<file path="src/rtl/rom_loader.sv">
// Boot loader for the instruction RAM: takes a header/payload/checksum byte stream,
// packs big-endian words into the RAM write port and releases the core on a valid image.
//
// state | meaning
// HDR0  | waiting for count[15:8]
// HDR1  | waiting for count[7:0]; routes to DATA, CHECK or ERROR
// DATA  | payload bytes, one RAM write per four bytes
// CHECK | waiting for checksum byte
// DONE  | image verified, core released
// ERROR | oversize count or bad checksum, core held
module rom_loader #(
  parameter logic [31:0] BASE_ADDR  = 32'h0000_0000,
  parameter int          MAX_WORDS  = 1024,
  parameter int          ADDR_WIDTH = 32
) (
  input  logic                  clock,
  input  logic                  reset,
  input  logic                  byte_valid,
  input  logic [7:0]            byte_data,
  output logic                  byte_ready,
  output logic                  mem_write_enable,
  output logic [ADDR_WIDTH-1:0] mem_write_addr,
  output logic [31:0]           mem_write_data,
  output logic                  cpu_hold,
  output logic                  load_done,
  output logic                  load_error,
  output logic [15:0]           words_loaded
);

  typedef enum logic [2:0] {HDR0, HDR1, DATA, CHECK, DONE, ERROR} state_t;

  localparam logic [16:0] MAX_COUNT = 17'(MAX_WORDS);

  state_t      state, state_next;
  logic [7:0]  count_hi;
  logic [15:0] count;
  logic [1:0]  byte_idx;
  logic [23:0] word_acc;
  logic [7:0]  checksum;

  logic        take;
  logic [15:0] hdr_count;
  logic        word_last;
  logic        image_last;

  assign take       = byte_valid && byte_ready;
  assign hdr_count  = {count_hi, byte_data};
  assign word_last  = (byte_idx == 2'd3);
  assign image_last = ((words_loaded + 16'd1) == count);

  assign load_done  = (state == DONE);
  assign load_error = (state == ERROR);
  assign cpu_hold   = (state != DONE);

  always_ff @(posedge clock or posedge reset) begin
    if (reset) state <= HDR0;
    else       state <= state_next;
  end

  always_comb begin
    state_next = state;
    if (take) begin
      case (state)
        HDR0:  state_next = HDR1;
        HDR1: begin
          if (hdr_count == 16'd0)                   state_next = CHECK;
          else if ({1'b0, hdr_count} > MAX_COUNT)   state_next = ERROR;
          else                                      state_next = DATA;
        end
        DATA:  if (word_last && image_last) state_next = CHECK;
        CHECK: state_next = (byte_data == checksum) ? DONE : ERROR;
        default: state_next = state;
      endcase
    end
  end

  always_ff @(posedge clock or posedge reset) begin
    if (reset) begin
      byte_ready       <= 1'b0;
      mem_write_enable <= 1'b0;
      mem_write_addr   <= ADDR_WIDTH'(BASE_ADDR);
      mem_write_data   <= 32'd0;
      words_loaded     <= 16'd0;
      count_hi         <= 8'd0;
      count            <= 16'd0;
      byte_idx         <= 2'd0;
      word_acc         <= 24'd0;
      checksum         <= 8'd0;
    end else begin
      mem_write_enable <= 1'b0;
      byte_ready       <= (state_next == HDR0) || (state_next == HDR1) ||
                          (state_next == DATA) || (state_next == CHECK);
      if (take) begin
        case (state)
          HDR0: count_hi <= byte_data;
          HDR1: begin
            count    <= hdr_count;
            byte_idx <= 2'd0;
          end
          DATA: begin
            checksum <= checksum ^ byte_data;
            byte_idx <= byte_idx + 2'd1;
            if (word_last) begin
              // address uses the pre-increment word count; wraps silently
              mem_write_enable <= 1'b1;
              mem_write_data   <= {word_acc, byte_data};
              mem_write_addr   <= ADDR_WIDTH'(BASE_ADDR) + (ADDR_WIDTH'(words_loaded) << 2);
              words_loaded     <= words_loaded + 16'd1;
            end else begin
              word_acc <= {word_acc[15:0], byte_data};
            end
          end
          default: ;
        endcase
      end
    end
  end

endmodule

</file>
<file path="config.mk">
export PLATFORM = sky130hd
export DESIGN_NAME = rom_loader
export DESIGN_NICKNAME = d
export VERILOG_FILES = /design/src/rtl/rom_loader.sv
export SDC_FILE = /design/constraint.sdc
export NUM_CORES = 1
export LEC_CHECK = 0
export ABC_AREA = 1
export CAP_MARGIN = 20
export CORE_MARGIN = 2
export CORE_UTILIZATION = 57
export DETAILED_ROUTE_END_ITERATION = 7
export GPL_TIMING_DRIVEN = 0
export PLACE_DENSITY_LB_ADDON = 0.2
export SYNTH_ARGS = -nofsm -noshare
export SYNTH_HDL_FRONTEND = slang
export SYNTH_SLANG_ARGS = --single-unit
</file>
<file path="constraint.sdc">
create_clock -name clock -period 5.65 [get_ports clock]
set_input_delay 0.565 -clock clock [delete_from_list [all_inputs] [get_ports clock]]
set_output_delay 0.565 -clock clock [all_outputs]
set_load 0.01 [all_outputs]
</file>
==> results of run 1 <==
[final cells by class]
type / count / area share (%)
plain buffers: 40 / 3.109
clock buffers: 22 / 6.285
clock inverters: 9 / 1.478
inverters: 71 / 3.686
multi-input cells: 463 / 28.93
flip-flops and latches: 127 / 43.15
well taps: 133 / 2.259
repair buffers: 80 / 11.11
[flip-flops by register name (all words and copies together) (netlist names), 2 cells and up]
name and count:
checksum 8, byte_idx 2, words_loaded 16, mem_write_addr 16
count_hi 8, mem_write_data 32, state 3, count 16
word_acc 24
[worst paths after layout]
| kind | endpoint | start |
|---|---|---|
| max in group asynchronous | count[8]$_DFFE_PP0P_ | reset |
| hold / removal | mem_write_data[15]$_DFFE_PP0P_ | reset |
| min in group clock | mem_write_data[28]$_DFFE_PP0P_ | mem_write_data[28]$_DFFE_PP0P_ |
| hold reg to reg | mem_write_data[28]$_DFFE_PP0P_ | mem_write_data[28]$_DFFE_PP0P_ |
| setup reg to reg | state[0]$_DFF_PP0_ | words_loaded[0]$_DFFE_PP0P_ |
| setup / recovery | load_done | state[1]$_DFF_PP0_ |
[cell families (layout without fill, tap and decap cells)]
group	count (synthesis)	after routing	share of synthesized area, %
compound gates	113	113	9.970
fa+ha+maj	2	2	0.4353
simple gates	319	319	23.55
mux	2	2	0.3918
other cells	1	16	0.06524
buf+inv	111	222	8.620
flops	127	127	55.29
xor+xnor	11	11	1.676
[worst max-delay path, stage by stage, from the launching register on]
cell and delay [ns]:
dfrtp_1 0.43, nor2_1 0.15, inv_1 0.07, nor2_1 0.12, clkdlybuf4s50_1 0.56
[routing by layer]
| layer | vias to the layer above | track usage, % | wire [um] |
|---|---|---|---|
| met2 | 205 | 45.42 | 6799 |
| met3 | 25 | 6.454 | 1059 |
| met4 | 0 | 11.00 | 311 |
| met1 | 2426 | 35.85 | 5964 |
| li1 | 2400 | - | - |
| met5 | - | 0 | 0 |
[where the power goes]
| group | internal (uW) | leakage, uW | switching, uW |
|---|---|---|---|
| Clock | 661 | 0.000281 | 394 |
| Sequential | 1180 | 0.00166 | 220 |
| Combinational | 373 | 0.00158 | 453 |
[through the flow]
step / utilization, % / instances / power (uW)
global placement: 69.18 / 913 / 2168
finish: 75.36 / 945 / 3278
detailed placement: 69.51 / 914 / 2217
global route: 75.36 / 945 / 3469
CTS: 75.36 / 945 / 3279
floorplan: - / 701 / 1859
[cell usage in the layout, fill, tap and decap left out]
master,instances
buf_16,1
xnor2_1,6
ha_1,2
nand3_1,44
nor2_4,4
o21ai_1,3
nor2_1,25
clkinv_4,2
clkbuf_16,16
clkinvlp_4,1
clkinv_1,1
xor2_1,5
nand2_1,218
conb_1,16
o21ai_2,1
nand4_1,9
buf_4,19
nor2_2,5
nand3_2,2
inv_2,4
clkbuf_8,4
inv_6,2
clkbuf_1,17
buf_2,6
bufinv_16,2
nand2_2,1
a21oi_1,8
dfrtp_1,127
nor3_1,8
inv_1,65
a31o_2,1
clkinv_2,3
nand3b_1,3
mux2_2,2
o21ai_0,100
clkdlybuf4s50_1,79
==> impl_metrics.py, run 1 <==
metrics = {
    "timing": {
        "finalCriticalPeriod_ns": 2.405,
        "final_max_slew_viol_count": 0,
        "hold_ws_ns": 0.4420,
        "worst_slack_ns": 3.245,
        "tns_ns": 0,
        "max_freq_ghz": 0.4158,
        "worstMarginPinSlew_ns": 0.5091,
        "fin_crit_sh_pct": 42.56,
        "rsz0062_at_grt": "false",
        "setup_viol": 0,
        "skew_ns": 0.005894,
        "hold_viol_final": 0,
        "slew_headroom_pct": 66.06,
    },
    "hold_path": {
        "hp-class": "input pin to asynchronous set/reset pin",
    },
    "finish": {
        "multi_input_area_um2": 2131,
        "seqCellArea_um2": 3178,
        "drive_gt1_share_pct": 9.360,
        "area.growth.synth_to_final_pct": 28.15,
        "diodes": 0,
        "fin_nets": 813,
        "final_cell_area_um2": 7366,
        "num-fill-cells": 727,
    },
    "power": {
        "power.leakage_uw": 0.003523,
        "ir_worst_vdd_v": 0.0003160,
        "power_density_nw_per_um2": 445.0,
    },
    "placement": {
        "placed_area_um2": 6794,
        "finalWeightedCongestion": 0.8724,
        "post-dp-hpwl_um": 9969,
        "portBuffers": 79,
        "post-place-ws_ns": 3.284,
    },
    "synth": {
        "synth_cells": 686,
        "synth_commonest_cells": "nand2_1 (218), dfrtp_1 (127), o21ai_0 (100)",
        "synth.most_common_cell": "nand2_1",
        "synth-edff-count": 0,
        "yosys.area.top_type": "dfrtp_1",
        "syn_area_um2": 5748,
        "synth.area.top_cells": "dfrtp_1 (55%), nand2_1 (14%), o21ai_0 (8.7%)",
        "ys_seq_area_share_pct": 55.29,
        "synthArstFlopShare_pct": 100.0,
        "yosysWarnings": 0,
        "synthDistinctLibCells": 27,
        "synth_seq_cells": 127,
        "synthFlopType": "dfrtp_1",
        "yosys.area.top_type_share_pct": 55.29,
        "postSynthAreaPerCell_um2": 8.379,
    },
    "clock_tree": {
        "h-tree-depth": 4,
        "root_buffer": "clkbuf_8",
        "hold_buffers": 0,
        "clock-sinks": 127,
        "cts_buffers": 17,
        "path_clk_slew_ns": 0.06,
        "cts_resized": 0,
        "post_cts_buffers": 0,
        "clockBufferDepth": 2,
        "clock_latency_ns": 0.52,
        "cts_tree": "built",
    },
    "global_route": {
        "grt_max_degree": 81,
        "antenna_found_initial": 0,
        "grt_overflow": 0,
        "grt_pass1_wl_um": 23870,
        "grt_pass1_vias": 4849,
        "grtUsageTotal_pct": 27.73,
    },
    "worst_setup_path": {
        "rr_worst_depth": 11,
        "path_class": "flip-flop to primary output",
        "crit_required_ns": 5.09,
        "rrSetupSlack_ns": 3.62,
        "crit_fanout": 5,
        "start_kind": "flip-flop",
        "endpoint_kind": "primary output",
        "arrival_ns": 1.84,
    },
    "die": {
        "io-pin-count": 96,
        "design.die.area_um2": 10900,
        "fp.dieW_um": 104.4,
        "floorplan.die.height_um": 104.4,
        "start_util_pct": 58.81,
        "core-area_um2": 9774,
        "fp-row-count": 36,
    },
    "routing": {
        "first_iter_violations": 292,
        "wire_per_inst_um": 14.96,
        "vias_per_cell": 5.350,
        "finalWirelength_um": 14130,
        "drtAntennaViolNets": 0,
        "drt_pass1_iterations": 5,
        "route.detailed.drc": 0,
        "vias": 5056,
    },
    "job": {
        "drv.max_cap_violation_count": 0,
    },
    "status": {
        "status": "finished, final reports clean",
    },
}
No activity file was read; power rests on OpenSTA's default activity.
==> inputs of run 2 (changes only) <==
CORE_UTILIZATION = 53   (was 57)
clock period = 2.5 ns   (was 5.65 ns; I/O delays follow)
==> impl_metrics.py, run 2 (same netlist as run 1, synthesis figures left out) <==
metrics = {
    "die": {
        "start_util_pct": 53.73,
        "floorplan.die.height_um": 108.1,
        "fp-row-count": 38,
        "design.die.area_um2": 11690,
        "core-area_um2": 10700,
        "fp.dieW_um": 108.1,
        "io-pin-count": 96,
    },
    "routing": {
        "route.detailed.drc": 0,
        "vias": 4971,
        "first_iter_violations": 301,
        "vias_per_cell": 5.211,
        "finalWirelength_um": 14230,
        "drt_pass1_iterations": 5,
        "wire_per_inst_um": 14.91,
        "drtAntennaViolNets": 0,
    },
    "finish": {
        "largest_reg_flops": 32,
        "area.growth.synth_to_final_pct": 29.30,
        "fin_nets": 814,
        "final_cell_mix": "nand2_1 (218), dfrtp_1 (127), o21ai_0 (100)",
        "final_common_cell": "nand2_1",
        "largest_register": "mem_write_data",
        "final_cell_area_um2": 7432,
        "diodes": 0,
        "reg_top3": "mem_write_data: 32 flops, word_acc: 24 flops",
        "final_cells": 954,
        "fin_util_pct": 69.47,
        "drive_gt1_share_pct": 9.705,
    },
    "clock_tree": {
        "root_buffer": "clkbuf_8",
        "h-tree-depth": 4,
        "clockBufferDepth": 2,
        "post_cts_buffers": 0,
        "hold_buffers": 0,
        "clock-sinks": 127,
        "cts_buffers": 17,
        "path_clk_slew_ns": 0.06,
        "clock_latency_ns": 0.51,
        "cts_resized": 0,
        "cts_tree": "built",
    },
    "timing": {
        "rsz0062_at_grt": "false",
        "fin_crit_sh_pct": 85.23,
        "worst_slack_ns": 0.3694,
        "worstMarginPinSlew_ns": 0.9088,
        "slew_headroom_pct": 39.29,
        "max_freq_ghz": 0.4693,
        "finalCriticalPeriod_ns": 2.131,
        "hold_viol_final": 0,
        "setup_viol": 0,
        "skew_ns": 0.008134,
        "final_max_slew_viol_count": 0,
    },
    "status": {
        "status": "finished, final reports clean",
    },
    "placement": {
        "portBuffers": 79,
        "dpl.cell_count": 922,
        "post-dp-hpwl_um": 10110,
        "finalWeightedCongestion": 0.8740,
        "post-place-ws_ns": 0.4277,
        "placed_area_um2": 6814,
    },
    "power": {
        "combPwrFrac_pct": 24.6,
        "power_density_nw_per_um2": 1020,
        "power.total_uw": 7584,
        "power.leakage_uw": 0.003534,
        "power_frac_clock_pct": 33.8,
        "internal-power_uw": 5151,
        "power_switching_uw": 2434,
        "ir_worst_vdd_v": 0.0006177,
        "switching_share_pct": 32.09,
        "seqPwrFrac_pct": 41.6,
    },
    "global_route": {
        "grt_max_degree": 46,
        "grt_overflow": 0,
        "grtUsageTotal_pct": 26.10,
        "grt_pass1_vias": 4862,
        "grt_pass1_wl_um": 23450,
        "antenna_found_initial": 0,
    },
    "worst_setup_path": {
        "endpoint_kind": "primary output",
        "crit_required_ns": 2.25,
        "arrival_ns": 1.88,
        "start_kind": "flip-flop",
        "crit_fanout": 5,
        "path_class": "flip-flop to primary output",
    },
    "job": {
        "drv.max_cap_violation_count": 0,
    },
    "hold_path": {
        "hp-class": "input pin to asynchronous set/reset pin",
    },
}
## run 2: per-layer routing
metal,global-route usage (%),share of wire (%),wire length [um],vias up
met3,5.304,6.7,951,32
li1,-,-,-,2395
met5,0,0,0,-
met1,34.79,45,6331,2342
met4,11.72,2.5,350,0
met2,41.55,46,6592,202
## run 2: final cells by class
type,count,area (um2)
Fill cell,865,3266
Sequential cell,127,3178
Multi-Input combinational cell,463,2131
Timing Repair Buffer,81,830.8
Clock buffer,19,431.7
Inverter,71,270.3
Buffer,40,229.0
Clock inverter,13,186.4
Tap cell,140,175.2
## run 2: per-stage QoR
stage / hold slack, ns / setup TNS, ns
after floorplan: 0.4405 / 0
after global placement: 0.4524 / -46.65
after detailed placement: 0.4587 / 0
after CTS: 0.2792 / 0
after global routing: 0.3131 / 0
final: 0.2641 / 0
## run 2: critical path, stage by stage, from the launching register on
cell and delay [ns]:
dfrtp_1 0.43, nor2_1 0.16, inv_1 0.08, nor2_1 0.13
clkdlybuf4s50_1 0.56
## run 2: power groups by stage
stage                     Sequential, uW  Clock (uW)  Combinational [uW]
after global routing                3230        2670                2120
after global placement              3130           0                1770
after detailed placement            3160           0                1850
after floorplan                     3120           0                1090
final                               3150        2560                1870
after CTS                           3140        2580                1870
## run 2: final timing paths
| kind | start | endpoint | slack (ns) | cells past startpoint |
|---|---|---|---|---|
| worst max register to register | words_loaded[0]$_DFFE_PP0P_ | state[0]$_DFF_PP0_ | 0.44 | 11 |
| worst min-delay path | reset | mem_write_data[0]$_DFFE_PP0P_ | 0.26 | 2 |
| min in group clock | mem_write_data[29]$_DFFE_PP0P_ | mem_write_data[29]$_DFFE_PP0P_ | 0.47 | 2 |
| worst min register to register | mem_write_data[29]$_DFFE_PP0P_ | mem_write_data[29]$_DFFE_PP0P_ | 0.47 | 2 |
| max in group asynchronous | reset | mem_write_addr[11]$_DFFE_PP0P_ | 1.25 | 4 |
| worst max-delay path | state[1]$_DFF_PP0_ | load_done | 0.37 | 4 |
==> inputs of run 3 (changes only) <==
GPL_ROUTABILITY_DRIVEN = 0   (was unset)
SLEW_MARGIN = 30   (was unset)
==> impl_metrics.py, run 3 (same netlist as run 1, synthesis figures left out) <==
metrics = {
    "status": {
        "status": "finished, final reports clean",
    },
    "clock_tree": {
        "cts_buffers": 17,
        "h-tree-depth": 4,
        "clock_latency_ns": 0.53,
        "hold_buffers": 0,
        "cts_resized": 0,
        "cts_tree": "built",
        "root_buffer": "clkbuf_8",
        "post_cts_buffers": 0,
        "clockBufferDepth": 2,
        "path_clk_slew_ns": 0.06,
        "clock-sinks": 127,
    },
    "routing": {
        "vias": 4984,
        "drt_pass1_iterations": 7,
        "finalWirelength_um": 14200,
        "vias_per_cell": 5.213,
        "first_iter_violations": 224,
        "wire_per_inst_um": 14.85,
        "drtAntennaViolNets": 0,
        "route.detailed.drc": 0,
    },
    "worst_setup_path": {
        "arrival_ns": 1.88,
        "rrSetupSlack_ns": 0.45,
        "r2r_end": "state[0]$_DFF_PP0_",
        "crit_end": "load_done",
        "critPathMostFrequentCell": "nor2_1",
        "start_kind": "flip-flop",
        "crit_required_ns": 2.25,
        "reg2reg_from": "words_loaded[0]$_DFFE_PP0P_",
        "endpoint_kind": "primary output",
        "crit_chain": "nor2_1, inv_1, nor2_1, clkdlybuf4s50_1",
        "crit_start": "state[1]$_DFF_PP0_",
        "crit_fanout": 5,
        "crit_slowest_cell": "clkdlybuf4s50_1",
        "critPathMaxStageDelay_ns": 0.56,
        "path_class": "flip-flop to primary output",
        "rr_worst_depth": 11,
    },
    "power": {
        "power_frac_clock_pct": 32.1,
        "switching_share_pct": 32.89,
        "power_switching_uw": 2443,
        "internal-power_uw": 4985,
        "combPwrFrac_pct": 25.4,
        "seqPwrFrac_pct": 42.4,
        "ir_worst_vdd_v": 0.0006521,
        "power_density_nw_per_um2": 998.2,
        "power.total_uw": 7427,
        "power.leakage_uw": 0.003535,
    },
    "finish": {
        "largest_register": "mem_write_data",
        "drive_gt1_share_pct": 9.926,
        "final_cell_area_um2": 7441,
        "diodes": 0,
        "fin_nets": 816,
        "reg_top3": "mem_write_data: 32 flops, word_acc: 24 flops",
        "largest_reg_flops": 32,
        "final_common_cell": "nand2_1",
        "num-fill-cells": 845,
        "area.growth.synth_to_final_pct": 29.45,
        "final_cell_mix": "nand2_1 (218), dfrtp_1 (127), o21ai_0 (100)",
    },
    "placement": {
        "placed_area_um2": 6862,
        "portBuffers": 79,
        "post-dp-hpwl_um": 10300,
    },
    "global_route": {
        "grt_max_degree": 32,
        "grt_overflow": 0,
        "grt_pass1_wl_um": 23390,
        "grtUsageTotal_pct": 26.04,
        "antenna_found_initial": 0,
        "grt_pass1_vias": 4845,
    },
    "die": {
        "start_util_pct": 53.73,
        "floorplan.die.height_um": 108.1,
        "core-area_um2": 10700,
        "fp-row-count": 38,
        "io-pin-count": 96,
        "design.die.area_um2": 11690,
        "fp.dieW_um": 108.1,
    },
    "timing": {
        "final_max_slew_viol_count": 0,
        "setup_viol": 0,
        "finalCriticalPeriod_ns": 2.131,
        "hold_viol_final": 0,
        "rsz0062_at_grt": "false",
        "fin_crit_sh_pct": 85.22,
        "skew_ns": 0.007078,
        "max_freq_ghz": 0.4694,
    },
    "job": {
        "drv.max_cap_violation_count": 0,
    },
    "hold_path": {
        "hp-class": "input pin to asynchronous set/reset pin",
    },
}
[run 3: cell types whose count changed in the layout (fill, tap and decap cells not counted), sizes merged]
cell      delta
bufinv       -2
clkinvlp     +1
buf          +2
clkinv       -1
inv          +1
clkbuf       +1
[run 3: worst max-delay path: cells and delay by family, from the launching register on]
kind	cells	cell delay, ns
flops	1	0.43
simple gates	2	0.28
buf+inv	2	0.65
[run 3: layout make-up]
cell class | instances | area (um2) | area share [%]
clock buffer | 20 | 445.4 | 5.986
inverter | 71 | 270.3 | 3.632
timing repair buffer | 83 | 878.3 | 11.80
clock inverter | 12 | 133.9 | 1.799
multi-input combinational | 463 | 2131 | 28.64
buffer | 40 | 229.0 | 3.077
tap | 140 | 175.2 | 2.354
sequential | 127 | 3178 | 42.71
[run 3: worst min path at each step]
stage                              startpoint                              to  slack (ns)
2_1_floorplan                    byte_data[3]         count_hi[3]$_DFFE_PP0P_        0.44
3_3_place_gp   mem_write_data[29]$_DFFE_PP0P_  mem_write_data[29]$_DFFE_PP0P_        0.45
3_5_place_dp   mem_write_data[31]$_DFFE_PP0P_  mem_write_data[31]$_DFFE_PP0P_        0.46
4_1_cts                                 reset   mem_write_data[0]$_DFFE_PP0P_        0.08
5_1_grt                                 reset   mem_write_data[0]$_DFFE_PP0P_        0.09
6_report                                reset   mem_write_data[0]$_DFFE_PP0P_        0.08
[run 3: metal layers]
layer	part of all wire, %	GRT usage (%)
met1	44	34.48
met2	49	42.18
met5	0	0
met3	5.6	5.124
met4	1.8	10.99
[run 3: through the flow]
step | instances | setup TNS (ns) | hold WS, ns | worst slack [ns] | util [%]
final | 956 | 0 | 0.07869 | 0.3694 | 69.56
after global routing | 956 | 0 | 0.09021 | 0.2237 | 69.56
after CTS | 956 | 0 | 0.07670 | 0.3601 | 69.56
after detailed placement | 924 | 0 | 0.4588 | 0.4647 | 64.14
after global placement | 920 | -45.09 | 0.4536 | -0.3617 | 63.32
after floorplan | 701 | 0 | 0.4405 | 0.6827 | -
[run 3: power by group through the flow]
| stage | Sequential [uW] | Combinational (uW) | Clock, uW |
|---|---|---|---|
| 2_1_floorplan | 3120 | 1090 | 0 |
| 3_3_place_gp | 3120 | 1760 | 0 |
| 3_5_place_dp | 3160 | 1860 | 0 |
| 4_1_cts | 3140 | 1900 | 2410 |
| 5_1_grt | 3230 | 2130 | 2510 |
| 6_report | 3150 | 1890 | 2390 |
